**config.mk**
```make
export PLATFORM = sky130hd
export DESIGN_NAME = rf_write_arbiter
export DESIGN_NICKNAME = d
export VERILOG_FILES = /design/src/rtl/rf_write_arbiter.sv
export SDC_FILE = /design/constraint.sdc
export NUM_CORES = 1
export LEC_CHECK = 0
export CAP_MARGIN = 20
export CORE_MARGIN = 1.5
export CORE_UTILIZATION = 51
export CTS_BUF_LIST = sky130_fd_sc_hd__clkbuf_8
export DETAILED_ROUTE_END_ITERATION = 8
export PLACE_DENSITY = 0.92
export SETUP_SLACK_MARGIN = 0.02
export SLEW_MARGIN = 20
export SYNTH_ARGS = -nofsm -noshare
export SYNTH_HDL_FRONTEND = slang
export SYNTH_SLANG_ARGS = --single-unit
export TNS_END_PERCENT = 10
```
**constraint.sdc**
```tcl
create_clock -name CLOCK -period 6.2 [get_ports CLOCK]
set_input_delay 0.93 -clock CLOCK [delete_from_list [all_inputs] [get_ports CLOCK]]
set_output_delay 0.93 -clock CLOCK [all_outputs]
set_load 0.02 [all_outputs]
```
**src/rtl/rf_write_arbiter.sv**
```systemverilog
// ---------------------------------------------------------------------------
// rf_write_arbiter
//
// Purpose
//   Shares the register file's single write port between the pipeline
//   writeback stage (WB) and the multi-cycle MUL/DIV unit (MDU).
//   - A one-entry buffer holds the most recent MDU result until it wins the
//     write port.
//   - WB normally has priority. An age counter counts the cycles a buffered
//     MDU result has lost arbitration. Once the counter reaches MAX_WAIT, the
//     MDU is granted even if WB is presenting a write.
//   - A busy scoreboard marks destinations that have an MDU op in flight.
//     Decode is stalled on any RAW or WAW hazard against those registers.
//
// Parameters
//   DATA_W    register data width
//   MAX_WAIT  number of lost arbitrations before a buffered result is forced
//             through (must be >= 1)
//
// Ports
//   CLOCK, RESET               clock; synchronous active-high reset
//   WB_VALID/WB_RD/WB_DATA     writeback write request
//   WB_STALL                   writeback write not taken this cycle
//   MDU_ISSUE/MDU_ISSUE_RD     MDU op issued; marks its destination busy
//   MDU_VALID/MDU_RD/MDU_DATA  MDU result offered to the buffer
//   MDU_READY                  buffer accepts a result this cycle
//   DEC_VALID/DEC_RS1/RS2/RD   decode-stage operands for hazard checking
//   DEC_STALL                  decode must hold
//   RF_WRITE/RF_ADDR/RF_DATA   register file write port
// ---------------------------------------------------------------------------
module rf_write_arbiter #(
  parameter int DATA_W   = 32,
  parameter int MAX_WAIT = 4
) (
  input  logic              CLOCK,
  input  logic              RESET,
  input  logic              WB_VALID,
  input  logic [4:0]        WB_RD,
  input  logic [DATA_W-1:0] WB_DATA,
  output logic              WB_STALL,
  input  logic              MDU_ISSUE,
  input  logic [4:0]        MDU_ISSUE_RD,
  input  logic              MDU_VALID,
  input  logic [4:0]        MDU_RD,
  input  logic [DATA_W-1:0] MDU_DATA,
  output logic              MDU_READY,
  input  logic              DEC_VALID,
  input  logic [4:0]        DEC_RS1,
  input  logic [4:0]        DEC_RS2,
  input  logic [4:0]        DEC_RD,
  output logic              DEC_STALL,
  output logic              RF_WRITE,
  output logic [4:0]        RF_ADDR,
  output logic [DATA_W-1:0] RF_DATA
);

  localparam int              AGE_W   = $clog2(MAX_WAIT + 1);
  localparam logic [AGE_W-1:0] AGE_MAX = AGE_W'(MAX_WAIT);

  // Saturating increment of the starvation age.
  function automatic logic [AGE_W-1:0] age_sat_inc(input logic [AGE_W-1:0] a);
    return (a == AGE_MAX) ? a : a + 1'b1;
  endfunction

  // State
  logic [31:0]       r_busy;
  logic              r_buf_valid;
  logic [4:0]        r_buf_rd;
  logic [DATA_W-1:0] r_buf_data;
  logic [AGE_W-1:0]  r_age;

  // Combinational decisions
  logic              w_grant_mdu;
  logic              w_grant_wb;
  logic              w_mdu_ready;
  logic              w_capture;
  logic              w_hazard;
  logic [31:0]       w_busy_nxt;
  logic [AGE_W-1:0]  w_age_nxt;
  logic              w_buf_valid_nxt;

  // Arbitration. All grants are qualified by !RESET so that every output
  // is quiet during reset, and no state update can slip past the reset.
  always_comb begin
    w_grant_mdu = !RESET && r_buf_valid && (!WB_VALID || (r_age == AGE_MAX));
    w_grant_wb  = !RESET && WB_VALID && !w_grant_mdu;
    // The buffer can be refilled in the same cycle it drains.
    // This allows back-to-back MDU results.
    w_mdu_ready = !RESET && (!r_buf_valid || w_grant_mdu);
    w_capture   = MDU_VALID && w_mdu_ready;
  end

  // Write port. A grant to x0 consumes the request without writing.
  always_comb begin
    RF_WRITE = (w_grant_mdu && (r_buf_rd != 5'd0)) ||
               (w_grant_wb  && (WB_RD    != 5'd0));
    RF_ADDR  = w_grant_mdu ? r_buf_rd   : WB_RD;
    RF_DATA  = w_grant_mdu ? r_buf_data : WB_DATA;
    WB_STALL = w_grant_mdu && WB_VALID;
    MDU_READY = w_mdu_ready;
  end

  // Hazard check. Bit 0 of the scoreboard is never set, so x0 cannot stall.
  always_comb begin
    w_hazard  = r_busy[DEC_RS1] | r_busy[DEC_RS2] | r_busy[DEC_RD];
    DEC_STALL = !RESET && DEC_VALID && w_hazard;
  end

  // Scoreboard next state. The set is applied after the clear, so that a
  // new issue to the same register wins over the retiring write.
  always_comb begin
    w_busy_nxt = r_busy;
    if (w_grant_mdu) begin
      w_busy_nxt[r_buf_rd] = 1'b0;
    end
    if (MDU_ISSUE) begin
      w_busy_nxt[MDU_ISSUE_RD] = 1'b1;
    end
    w_busy_nxt[0] = 1'b0;
  end

  // Buffer occupancy and age next state. A capture only happens when the
  // buffer is empty or draining, so a captured result always starts at age 0.
  always_comb begin
    w_buf_valid_nxt = r_buf_valid;
    w_age_nxt       = r_age;
    if (w_grant_mdu) begin
      w_buf_valid_nxt = 1'b0;
      w_age_nxt       = '0;
    end else if (w_grant_wb && r_buf_valid) begin
      w_age_nxt       = age_sat_inc(r_age);
    end
    if (w_capture) begin
      w_buf_valid_nxt = 1'b1;
      w_age_nxt       = '0;
    end
  end

  // Control state: reset discards any buffered result and clears all busy bits.
  always_ff @(posedge CLOCK) begin
    if (RESET) begin
      r_busy      <= '0;
      r_buf_valid <= 1'b0;
      r_age       <= '0;
    end else begin
      r_busy      <= w_busy_nxt;
      r_buf_valid <= w_buf_valid_nxt;
      r_age       <= w_age_nxt;
    end
  end

  // Buffer payload is only meaningful while r_buf_valid is set. For this
  // reason, it is not reset.
  always_ff @(posedge CLOCK) begin
    if (w_capture) begin
      r_buf_rd   <= MDU_RD;
      r_buf_data <= MDU_DATA;
    end
  end

endmodule

```
==> results.ini, run 1 <==
[outcome]
status=finished, final reports clean

[sta]
tightest_slew_ps=940
rsz0062_at_grt=false
slew_headroom_pct=37.2
setup_viol=0
clock_skew_ps=11.4
finalCritPeriodShare_pct=80.7
finalCriticalPeriod_ps=5000
max_freq_mhz=200
slew_viol_final=0
final.setup.tns_ps=0
hold_viol_final=0

[cells_and_area]
areaGrowthSynthToFinish_pct=41.3
drive_above_1_share_pct=7.34
n_antenna_cell=0
final_cell_area_um2=5680
nets=615
fin_cells=620

[cts]
clock_sinks=72
cts_resized=0
ctsHoldBuffers=0
numCtsBuffers=9
cts_buffer_depth=2
insertion_delay_ps=360
h-tree-depth=3
cts_tree=built
postCtsSetupBuffers=0
clk_pin_slew_ps=80
cts-root-buf=clkbuf_8

[route]
ant_nets=0
drt_iter0_markers=540
vias=3890
viasPerCell=6.27
finalWirelength_mm=14.1
dr.pass1.iters=6
wl_per_cell_um=22.7
drc=0

[flow_run]
maxCapViolations=0

[power]
power_density_nw_per_um2=202
ir_drop_mv=0.191
power_w=0.00115
leakagePower_nw=2.01

[worst_setup_path]
worstSetupPathType=input port to output port
cpMostUsedCell=clkdlybuf4s50_1
timing.critical_path.from_type=input port
reg2reg_depth=8
cp-end-kind=output port
crit_start=DEC_RS1[2]
cp.depth=8
cp_num_buf_inv=2
crit_arrival_ps=4070
r2r_slack_ps=3770
crit_fanout=11
slowest_delay_ps=820
rr_startpoint=r_age[0]
worst_ep_required_time_ps=5270
crit_family=buffers and inverters
worstPathCellList=clkdlybuf4s50_1 > mux4_2 > or2_0 > nand3_1 > o21ai_0 > or4_1 > o311a_1 > clkdlybuf4s50_1
r2r_end=r_busy[25]
cp_slowest_cell=clkdlybuf4s50_1

[hold_path]
holdCritStartpoint=r_age[2]
hold_class=register to register
hold_end=r_age[2]
min_path_cells=2

[global_route]
grt-ovfl-total=0
grt_max_degree=49
grt_antenna_before_repair=0
grt_pass1_wl_mm=21.7
grt_pass1_vias=3993
grt_usage_pct=34.2

[die]
core-area_um2=7690
die_y_um=91.8
ios=141
fp.dieW_um=91.8
dieArea_um2=8430
rows=32
start_util_pct=52.3

[synthesis]
synth.area.top_cells=edfxtp_1 (28%), dfxtp_1 (17%), mux2_1 (11%)
ys_types=54
synth-async-reset-ratio_pct=0
synth_top_area_share_pct=27.6
syn_inst=380
syn_area_um2=4020
syn_area_per_cell_um2=10.6
synth-edff-count=37
synth_top_flop_cell=edfxtp_1
synth_most_common_cell=nand2_1
yosys_warnings=0
synth_commonest_cells=nand2_1 (47), mux2_1 (41), edfxtp_1 (37)
seq_area_frac_synth_pct=45.0
synth_fp_nets=482
yosysTopAreaCell=edfxtp_1
ys_seq_elements=72

[placement]
dp_hpwl_mm=9.88
gp_congestion=0.948
port_buffers=140
dp.cells=604
dpl_cell_area_um2=5480

==> how the worst max path moves through the flow <==
stage,endpoint
final,DEC_STALL
after floorplan,DEC_STALL
after CTS,DEC_STALL
after detailed placement,DEC_STALL
after global placement,DEC_STALL
after global routing,DEC_STALL
==> final cells by class <==
cell class,instances,area (um2)
clock buffer,11,151
inverter,8,46.3
tap,102,128
fill,481,2000
multi-input combinational,278,2060
sequential,72,1810
clock inverter,5,52.6
timing repair buffer,144,1430
==> registers in the layout, indices dropped and copies added, names as in the netlist <==
signal       flops
r_busy          31
r_buf_rd         5
r_buf_valid      1
r_buf_data      32
r_age            3
==> routing by layer <==
layer | vias to the layer above | share of wire, % | track usage (%)
met5 | - | 0 | 0
met4 | 0 | 4.5 | 18.8
met3 | 58 | 11 | 10.6
met2 | 304 | 49 | 56.7
met1 | 1837 | 36 | 39.4
li1 | 1691 | - | -
==> report_power, final <==
part / internal [W] / switching [W] / total, W
registers: 0.000516 / 0.0000112 / 0.000527
clock network: 0.000207 / 0.000194 / 0.000401
logic: 0.000118 / 0.0000999 / 0.000218
total: 0.000841 / 0.000305 / 0.00115
==> stage by stage <==
stage	utilization, %	setup WS [ps]	hold WS [ps]
final	73.9	1200	496
after CTS	73.9	1180	495
after global placement	71.3	1230	470
after detailed placement	71.3	1180	480
after floorplan	-	2470	456
after global routing	73.9	1050	548
==> cells by family (layout without fill, tap and decap cells) <==
| group | after synthesis | after routing | share of synthesized area [%] |
|---|---|---|---|
| muxes | 72 | 72 | 23.0 |
| DFF | 72 | 72 | 45.0 |
| buffers and inverters | 30 | 168 | 3.98 |
| adders and majority gates | 2 | 2 | 0.622 |
| and+or+nand+nor | 113 | 113 | 14.0 |
| AOI/OAI and AO/OA | 91 | 91 | 13.4 |
==> worst reg2reg max path, stage by stage, from the launching register on <==
cell and delay, ps:
dfxtp_1 350, inv_1 70, ha_1 140, nand2_1 130
a21oi_4 170, buf_4 490, nand3b_1 470, o31ai_1 380
a21oi_1 110
==> layout by cell type, fill, tap and decap left out, drive strengths merged, types with 2 or more instances in the layout <==
cell type / synthesis / final
clkdlybuf4s50: 0 / 140
nand2: 47 / 47
mux2: 43 / 43
edfxtp: 37 / 37
a21oi: 36 / 36
dfxtp: 35 / 35
o21ai: 34 / 34
nor2: 19 / 19
mux2i: 18 / 18
clkbuf: 11 / 11
mux4: 11 / 11
nand3: 10 / 10
inv: 7 / 9
nand3b: 6 / 6
nor2b: 6 / 6
and3: 4 / 4
nor3b: 4 / 4
buf: 11 / 4
a311oi: 3 / 3
a221oi: 3 / 3
a22oi: 3 / 3
or4: 2 / 2
and2b: 2 / 2
nor3: 2 / 2
or3b: 2 / 2
and3b: 2 / 2
ha: 2 / 2
clkinv: 0 / 2
or2: 2 / 2
bufinv: 1 / 2
o311ai: 2 / 2
No activity file was read; power rests on OpenSTA's default activity.
==> inputs of run 2 (changes only) <==
--- a/config.mk
+++ b/config.mk
@@ -7,10 +7,10 @@
 export LEC_CHECK = 0
 export CAP_MARGIN = 20
 export CORE_MARGIN = 1.5
-export CORE_UTILIZATION = 51
+export CORE_UTILIZATION = 42
 export CTS_BUF_LIST = sky130_fd_sc_hd__clkbuf_8
 export DETAILED_ROUTE_END_ITERATION = 8
-export PLACE_DENSITY = 0.92
+export PLACE_DENSITY = 0.81
 export SETUP_SLACK_MARGIN = 0.02
 export SLEW_MARGIN = 20
 export SYNTH_ARGS = -nofsm -noshare
==> constraint.sdc (replaced) <==
create_clock -name CLOCK -period 4.39 [get_ports CLOCK]
set_input_delay 0.6585 -clock CLOCK [delete_from_list [all_inputs] [get_ports CLOCK]]
set_output_delay 0.6585 -clock CLOCK [all_outputs]
set_load 0.02 [all_outputs]
==> results.ini, run 2 (same netlist as run 1, synthesis figures left out) <==
[global_route]
grt_antenna_before_repair=0  ; unchanged
grt_pass1_vias=3759  ; was 3993
grt_usage_pct=26.2  ; was 34.2%
grt-ovfl-total=0  ; unchanged
grt_pass1_wl_mm=19.9  ; was 21.7 mm
grt_max_degree=38  ; was 49

[worst_setup_path]
worstPathCellList=clkdlybuf4s50_1 > mux4_2 > nor2_1 > a311oi_1 > a41o_1 > or4_1 > o311a_1 > clkdlybuf4s50_1  ; was clkdlybuf4s50_1 > mux4_2 > or2_0 > nand3_1 > o21ai_0 > or4_1 > o311a_1 > clkdlybuf4s50_1
slowest_delay_ps=640  ; was 820 ps
cp_slowest_cell=clkdlybuf4s50_1  ; unchanged
reg2reg_depth=8  ; unchanged
crit_fanout=6  ; was 11
cpMostUsedCell=clkdlybuf4s50_1  ; unchanged
rr_startpoint=r_age[0]  ; unchanged
crit_arrival_ps=3600  ; was 4070 ps
crit_start=DEC_RD[1]  ; was DEC_RS1[2]
worstSetupPathType=input port to output port  ; unchanged
worst_ep_required_time_ps=3730  ; was 5270 ps
timing.critical_path.from_type=input port  ; unchanged
cp-end-kind=output port  ; unchanged

[route]
viasPerCell=5.63  ; was 6.27
drc=0  ; unchanged
wl_per_cell_um=20.0  ; was 22.7 um
dr.pass1.iters=7  ; was 6
finalWirelength_mm=13.1  ; was 14.1 mm
drt_iter0_markers=389  ; was 540
ant_nets=0  ; unchanged
vias=3679  ; was 3890

[placement]
dp_hpwl_mm=9.59  ; was 9.88 mm
pre_cts_ws_ps=138  ; was 1180 ps
dpl_cell_area_um2=5560  ; was 5480 um2
gp_congestion=0.990  ; was 0.948
port_buffers=140  ; unchanged

[cts]
clock_sinks=72  ; unchanged
insertion_delay_ps=360  ; about the same
cts_tree=built  ; unchanged
clk_pin_slew_ps=70  ; was 80 ps
cts_resized=0  ; unchanged
numCtsBuffers=9  ; unchanged
postCtsSetupBuffers=0  ; unchanged
h-tree-depth=3  ; unchanged
ctsHoldBuffers=0  ; unchanged
cts_buffer_depth=2  ; unchanged
cts-root-buf=clkbuf_8  ; unchanged

[sta]
hold_viol_final=0  ; unchanged
max_freq_mhz=235
clock_skew_ps=17.2  ; was 11.4 ps
finalCriticalPeriod_ps=4260
slew_viol_final=0  ; unchanged
tightest_slew_ps=1020  ; was 940 ps
finalCritPeriodShare_pct=97.0
rsz0062_at_grt=false  ; unchanged
final.setup.tns_ps=0  ; unchanged
setup_viol=0  ; unchanged
fin_ws_ps=130  ; was 1200 ps
slew_headroom_pct=31.7  ; was 37.2%

[power]
leakagePower_nw=2.05  ; was 2.01 nW
power_density_nw_per_um2=284  ; was 202 nW/um2
ir_drop_mv=0.293  ; was 0.191 mV

[die]
ios=141  ; unchanged
die_y_um=101  ; was 91.8 um
rows=35  ; was 32
dieArea_um2=10200  ; was 8430 um2
start_util_pct=43.3  ; was 52.3%
fp.dieW_um=101  ; was 91.8 um
core-area_um2=9280  ; was 7690 um2

[cells_and_area]
fin_util_pct=62.3  ; was 73.9%
nets=621  ; was 615
n_antenna_cell=0  ; unchanged
layout_commonest_cell=clkdlybuf4s50_1  ; unchanged
final_cell_mix=clkdlybuf4s50_1 (140), nand2_1 (47), mux2_1 (41)  ; unchanged
reg_top3=r_buf_data: 32 flops, r_busy: 31 flops, r_buf_rd: 5 flops  ; unchanged
final_cell_area_um2=5780  ; was 5680 um2
largest_register_ffs=32  ; unchanged
n_fill_cell=765  ; was 481
areaGrowthSynthToFinish_pct=43.7  ; was 41.3%
regMostFlops=r_buf_data  ; unchanged
drive_above_1_share_pct=8.21  ; was 7.34%

[hold_path]
min_path_cells=2  ; unchanged
holdCritStartpoint=r_age[2]  ; unchanged
hold_class=register to register  ; unchanged

[flow_run]
maxCapViolations=0  ; unchanged

[outcome]
status=finished, final reports clean  ; unchanged

## run 2: cell count changes in the layout (fill, tap and decap cells not counted), sizes merged
cell	previous run	this run
inv	9	8
buf	4	10
clkbuf	11	10
bufinv	2	3
clkinvlp	0	1
## run 2: path summary, 6_finish.rpt
| kind | end | slack (ps) |
|---|---|---|
| setup / recovery | DEC_STALL | 130 |
| hold / removal | r_age[2] | 510 |
| setup reg to reg | r_busy[25] | 2100 |
| hold reg to reg | r_age[2] | 510 |
## run 2: cell type report
type / count / area [um2] / area share, %
Multi-Input combinational cell: 278 / 2060 / 35.7
Timing Repair Buffer: 150 / 1480 / 25.5
Clock buffer: 10 / 138 / 2.38
Clock inverter: 6 / 85.1 / 1.47
Tap cell: 129 / 161 / 2.79
Sequential cell: 72 / 1810 / 31.3
Inverter: 8 / 46.3 / 0.801
## run 2: report_power, final
| part | total [W] | switching (W) | internal (W) |
|---|---|---|---|
| Sequential | 0.000743 | 0.0000142 | 0.000729 |
| Combinational | 0.000307 | 0.000138 | 0.000169 |
| Clock | 0.000591 | 0.000258 | 0.000333 |
| Total | 0.00164 | 0.000410 | 0.00123 |
## run 2: stage by stage
step	cells	hold slack [ps]	power (W)
global placement	637	469	0.00105
CTS	653	508	0.00164
detailed placement	637	495	0.00106
finish	653	511	0.00164
global route	653	542	0.00169
floorplan	380	456	0.000886
## run 2: critical path: cells and delay by family
family,cells,cell delay (ps)
multiplexers,1,550
buffers and inverters,2,1180
AND/OR/NAND/NOR,2,600
AO/OA/AOI/OAI,3,620
## run 2: routing by layer
layer / part of all wire (%) / vias to the layer above / GRT usage, %
met1: 37 / 1705 / 30.2
met2: 50 / 235 / 45.9
li1: - / 1704 / -
met4: 2.7 / 0 / 9.10
met5: 0 / - / 0
met3: 10 / 35 / 8.18
